`config.mk`:
```
export PLATFORM = sky130hd
export DESIGN_NAME = fetch_ctrl
export DESIGN_NICKNAME = d
export VERILOG_FILES = /design/src/rtl/fetch_ctrl.sv
export SDC_FILE = /design/constraint.sdc
export NUM_CORES = 1
export LEC_CHECK = 0
export ABC_AREA = 1
export CAP_MARGIN = 20
export CORE_UTILIZATION = 50
export CTS_BUF_LIST = sky130_fd_sc_hd__clkbuf_4 sky130_fd_sc_hd__clkbuf_8 sky130_fd_sc_hd__clkbuf_16
export CTS_CLUSTER_DIAMETER = 60
export DETAILED_ROUTE_END_ITERATION = 10
export PLACE_DENSITY_LB_ADDON = 0.05
export RECOVER_POWER = 25
export SETUP_SLACK_MARGIN = 0.3
export SYNTH_ARGS = -nofsm -noshare
export SYNTH_HDL_FRONTEND = slang
export SYNTH_SLANG_ARGS = --single-unit
```
`constraint.sdc`:
```
create_clock -name clk -period 3.5 [get_ports clk]
set_clock_uncertainty 0.2 [all_clocks]
set_input_delay 0.7 -clock clk [delete_from_list [all_inputs] [get_ports clk]]
set_output_delay 0.7 -clock clk [all_outputs]
set_load 0.05 [all_outputs]
```
`src/rtl/fetch_ctrl.sv`:
```
// Instruction fetch controller: drives the instruction memory read handshake,
// tracks PC and redirects, and feeds the IF/ID pipeline register.
module fetch_ctrl #(
  parameter logic [15:0] RESET_PC  = 16'h0000,
  parameter logic [15:0] NOP_INSTR = 16'h0800
) (
  input  logic        clk,
  input  logic        rst,
  input  logic        PCSrc,
  input  logic [15:0] Target,
  input  logic        Stall,
  output logic [15:0] imem_addr,
  output logic        imem_rd,
  input  logic [15:0] imem_data,
  input  logic        imem_rdy,
  output logic [15:0] IF_ID_Instr,
  output logic [15:0] IF_ID_PCInc,
  output logic        IF_ID_Valid,
  output logic        Halted
);

  typedef enum logic [2:0] {
    ST_FETCH, ST_WAIT, ST_DRAIN, ST_HOLD, ST_HALT
  } state_t;

  state_t      state, state_n;
  logic [15:0] pc, pc_n;
  logic [15:0] pend_target, pend_n;
  logic [15:0] hold_reg, hold_n;
  logic [15:0] instr_n, pcinc_n;
  logic        valid_n;
  logic [15:0] pc_inc;
  logic        do_accept, do_bubble;
  logic [15:0] acc_word;

  assign pc_inc    = pc + 16'd2;
  assign imem_addr = pc;
  assign Halted    = (state == ST_HALT);

  always_comb begin
    state_n   = state;
    pc_n      = pc;
    pend_n    = pend_target;
    hold_n    = hold_reg;
    instr_n   = IF_ID_Instr;
    pcinc_n   = IF_ID_PCInc;
    valid_n   = IF_ID_Valid;
    imem_rd   = 1'b0;
    do_accept = 1'b0;
    do_bubble = 1'b0;
    acc_word  = imem_data;

    case (state)
      ST_FETCH: begin
        imem_rd = ~Stall & ~PCSrc;
        if (PCSrc) begin
          pc_n      = Target;
          do_bubble = 1'b1;
        end else if (!Stall) begin
          if (imem_rdy) do_accept = 1'b1;
          else begin
            do_bubble = 1'b1;
            state_n   = ST_WAIT;
          end
        end
      end
      ST_WAIT: begin
        imem_rd = 1'b1;
        if (PCSrc) begin
          do_bubble = 1'b1;
          if (imem_rdy) begin
            pc_n    = Target;
            state_n = ST_FETCH;
          end else begin
            pend_n  = Target;
            state_n = ST_DRAIN;
          end
        end else if (Stall) begin
          // Word arrived while decode is stalled: park it so the bus is released.
          if (imem_rdy) begin
            hold_n  = imem_data;
            state_n = ST_HOLD;
          end
        end else if (imem_rdy) begin
          do_accept = 1'b1;
        end else begin
          do_bubble = 1'b1;
        end
      end
      ST_DRAIN: begin
        // Outstanding read must finish at the old address before redirecting.
        imem_rd   = 1'b1;
        do_bubble = ~Stall | PCSrc;
        if (PCSrc) pend_n = Target;
        if (imem_rdy) begin
          pc_n    = PCSrc ? Target : pend_target;
          state_n = ST_FETCH;
        end
      end
      ST_HOLD: begin
        acc_word = hold_reg;
        if (PCSrc) begin
          pc_n      = Target;
          do_bubble = 1'b1;
          state_n   = ST_FETCH;
        end else if (!Stall) begin
          do_accept = 1'b1;
        end
      end
      ST_HALT: begin
        do_bubble = ~Stall;
      end
      default: state_n = ST_FETCH;
    endcase

    if (do_bubble) begin
      valid_n = 1'b0;
      instr_n = NOP_INSTR;
    end
    if (do_accept) begin
      instr_n = acc_word;
      pcinc_n = pc_inc;
      valid_n = 1'b1;
      if (acc_word[15:11] == 5'b00000) begin
        state_n = ST_HALT;
      end else begin
        pc_n    = pc_inc;
        state_n = ST_FETCH;
      end
    end
  end

  always_ff @(posedge clk or posedge rst) begin
    if (rst) begin
      state       <= ST_FETCH;
      pc          <= RESET_PC;
      pend_target <= 16'h0000;
      hold_reg    <= 16'h0000;
      IF_ID_Instr <= NOP_INSTR;
      IF_ID_PCInc <= 16'h0000;
      IF_ID_Valid <= 1'b0;
    end else begin
      state       <= state_n;
      pc          <= pc_n;
      pend_target <= pend_n;
      hold_reg    <= hold_n;
      IF_ID_Instr <= instr_n;
      IF_ID_PCInc <= pcinc_n;
      IF_ID_Valid <= valid_n;
    end
  end

endmodule

```
==> metrics <==
number of H-tree levels 3; CP max FO 30; post-synthesis average cell area between 7 and 8 µm²; Synth cell types 38; pre-CTS WS around 0.40 ns; Peak VDD IR between 0.0005 and 0.0006 V; RSZ-0062 raised after global routing no; post-synthesis mux area share 0; antenna viol nets, final 0; Post-CTS Hold Buffers 0; syn nets between 700 and 800; P per Cell Area 875.0 nW/µm²; average wire per standard cell 15.64 µm; Yosys reg bits between 80 and 90; Worst path slowest cell dfrtp_1; Vias slightly above 5000; sequential fraction of the synthesis area 0.3959; starting density of the core 0.5146; min Tclk post-route ~3.0 ns; r2r endpoint imem_addr[11]; gp weighted congestion 0.8527; Compound-Gate Fraction of Synth Area 0.1929; Setup CP Type flop to primary output; Slew @ Worst Pin around 1.4 ns; design area between 6000 and 7000 µm²; CP top delay family buffers and inverters; Synth area leader dfrtp_1; worst r2r src state[1]; first-pass GRT wire length between 20 and 25 mm; fin crit share 0.8498; CTS tree built; gr ovfl total 0; slew margin rel. 0.08323; DP HPWL approximately 10 mm; number of buffers created by CTS 9; status finished, final reports clean; reg-to-reg setup timing slack 0.92 ns; Global Route Usage Sum 0.2751; nets@finish 826; hold-critical path depth 2; worst hold path type flop to flop; Reg power frac 0.309; setup ws final roughly 0.53 ns; n_diodes 0; most frequent cells in the layout nand2_1 (258), clkdlybuf4s50_1 (84), dfrtp_1 (83); Pwr Total between 5000 and 6000 µW; post-synth top area share 0.3910; Int Power about 2800 µW; WL final roughly 15 mm; largest family of logic cells by synthesized area simple AND/OR/NAND/NOR gates; Hold Crit Start IF_ID_PCInc[3]; Worst Setup Start Kind flop; layout cells sized above 1 0.08449; # DRC 0; critical path data required time approximately 2.6 ns; critical-path cell list inv_2 -> nand3_4 -> buf_4 -> nand2_1 -> inv_1 -> o21ai_0 -> buf_12; synth-to-layout area growth 20.42%; critical path depth in cells 7; Worst Hold Endpoint IF_ID_PCInc[3]; Sw Pwr between 2000 and 3000 µW; Worst-Skew Late Latency between 0.3 and 0.4 ns; Root Driver clkbuf_8; Clk pwr share 0.157; number of global-route vias before repair just over 5000; layout filler cell count ~950; Final setup viols 0; DRT iter0 DRCs approximately 330; drt pass-1 iters 5; Post-Synthesis Cells about 730; Max Freq around 340 MHz; total number of yosys warnings 0; Row Count 37; Final Util 0.6197; Critical Path AT ~2.1 ns; Clock Path Buffers 2; CP Buf/Inv Count 4; Setup crit end kind primary output; max cap viols 0; Avg Vias per Cell 5.534; critical path's largest stage delay roughly 0.6 ns; setup TNS 0 ns; die height 105.1 µm; Ports 88; most common cell after layout, fill and taps aside nand2_1; largest net degree at the start of global routing 56; final slew viol count 0; die area ~11000 µm²; adder-cell area share of the yosys netlist 0.002355; Comb pwr share 0.535; I/O Buffers 87; largest cells by area after synthesis dfrtp_1 (39%), nand2_1 (18%), o211ai_1 (5.1%); CTS clk-pin slew, worst paths ~0.090 ns; LEAKAGE between 0.002 and 0.003 µW; initial antenna violation count 0; Post-Syn Area roughly 5300 µm²; Die W 105.1 µm; core area slightly above 10000 µm²; Hold Vio Cnt, Final 0; total clock sinks between 80 and 90; Register-to-Register Path Depth 6; xor/xnor share of the synthesized area 0.01319; Simple-Gate Fraction of Synth Area 0.2904; area of placed instances around 6200 µm²; sw frac 0.4926
[worst max path at each step]
stage                         from  slack [ns]             end
after CTS                 state[1]        0.34          Halted
after floorplan                rst        0.44  IF_ID_Instr[0]
after detailed placement     PCSrc        0.40     hold_reg[2]
after global placement       PCSrc        0.44     hold_reg[2]
final                     state[0]        0.53         imem_rd
after global routing           rst        0.44     hold_reg[8]
[cells in the mapped netlist]
cell	count
nand2_1	258
dfrtp_1	83
inv_1	67
o21ai_0	47
o211ai_1	36
o21ai_1	28
a21oi_1	25
nand4_1	25
nor2_1	25
nand3_1	23
buf_2	17
clkbuf_1	11
buf_6	10
o21ai_2	9
xor2_1	8
o211ai_2	7
buf_4	5
a21boi_0	4
inv_2	4
or2_1	4
nand3_4	3
nor2_4	3
nor3_1	3
or2_2	3
a31oi_1	2
inv_4	2
nand2_2	2
nand2_4	2
a21o_1	1
a21oi_4	1
buf_1	1
dfstp_2	1
ha_1	1
nand3_2	1
nand4_2	1
nor2_2	1
o2111ai_1	1
o22ai_2	1
[metrics by stage]
step | std cells | hold WS [ns]
5_1_grt | 929 | 0.3103
6_report | 929 | 0.2809
3_3_place_gp | 913 | 0.2632
2_1_floorplan | 726 | 0.2434
4_1_cts | 929 | 0.2861
3_5_place_dp | 913 | 0.2648
[cell families after synthesis]
logic type               after synthesis
AO/OA/AOI/OAI                        162
XOR/XNOR                               8
adder cells (fa/ha/maj)                1
buffers and inverters                117
flip-flops                            84
AND/OR/NAND/NOR                      354
[power by group through the flow]
stage | sequential, µW | clock, µW | combinational, µW
global placement | 1730 | 0 | 2920
CTS | 1730 | 889 | 3000
global route | 1780 | 933 | 3260
floorplan | 2350 | 0 | 1520
detailed placement | 1740 | 0 | 2990
finish | 1730 | 876 | 2990
[area by class of cell]
type                       count  area, µm²  share of cell area
timing repair buffer          95      940.9              0.1471
clock buffer                  11      145.1             0.02269
clock inverter                 5      107.6             0.01682
sequential                    84       2103              0.3288
inverter                      73      280.3             0.04381
multi-input combinational    525       2650              0.4142
tap                          136      170.2             0.02660
[layer usage]
layer | vias up | GRT usage | wire length [µm]
met2 | 141 | 0.4896 | 7397
met5 | - | 0 | 0
met4 | 0 | 0.1278 | 479
met1 | 2459 | 0.3232 | 6124
met3 | 39 | 0.04492 | 532
li1 | 2502 | - | -
[worst reg2reg max path, cell delays in order (launching register included)]
cell and delay (ns):
dfrtp_1 0.71, nand3_4 0.41, a21oi_4 0.30, buf_4 0.44, nand2_4 0.23, nand2_1 0.12, nand2_1 0.06
[timing repair]
item	in CTS	in global routing
endpoints found under the setup margin	0	1
gates resized for setup	0	1
buffers inserted	0	0
Power figures use the tool's default switching activity.
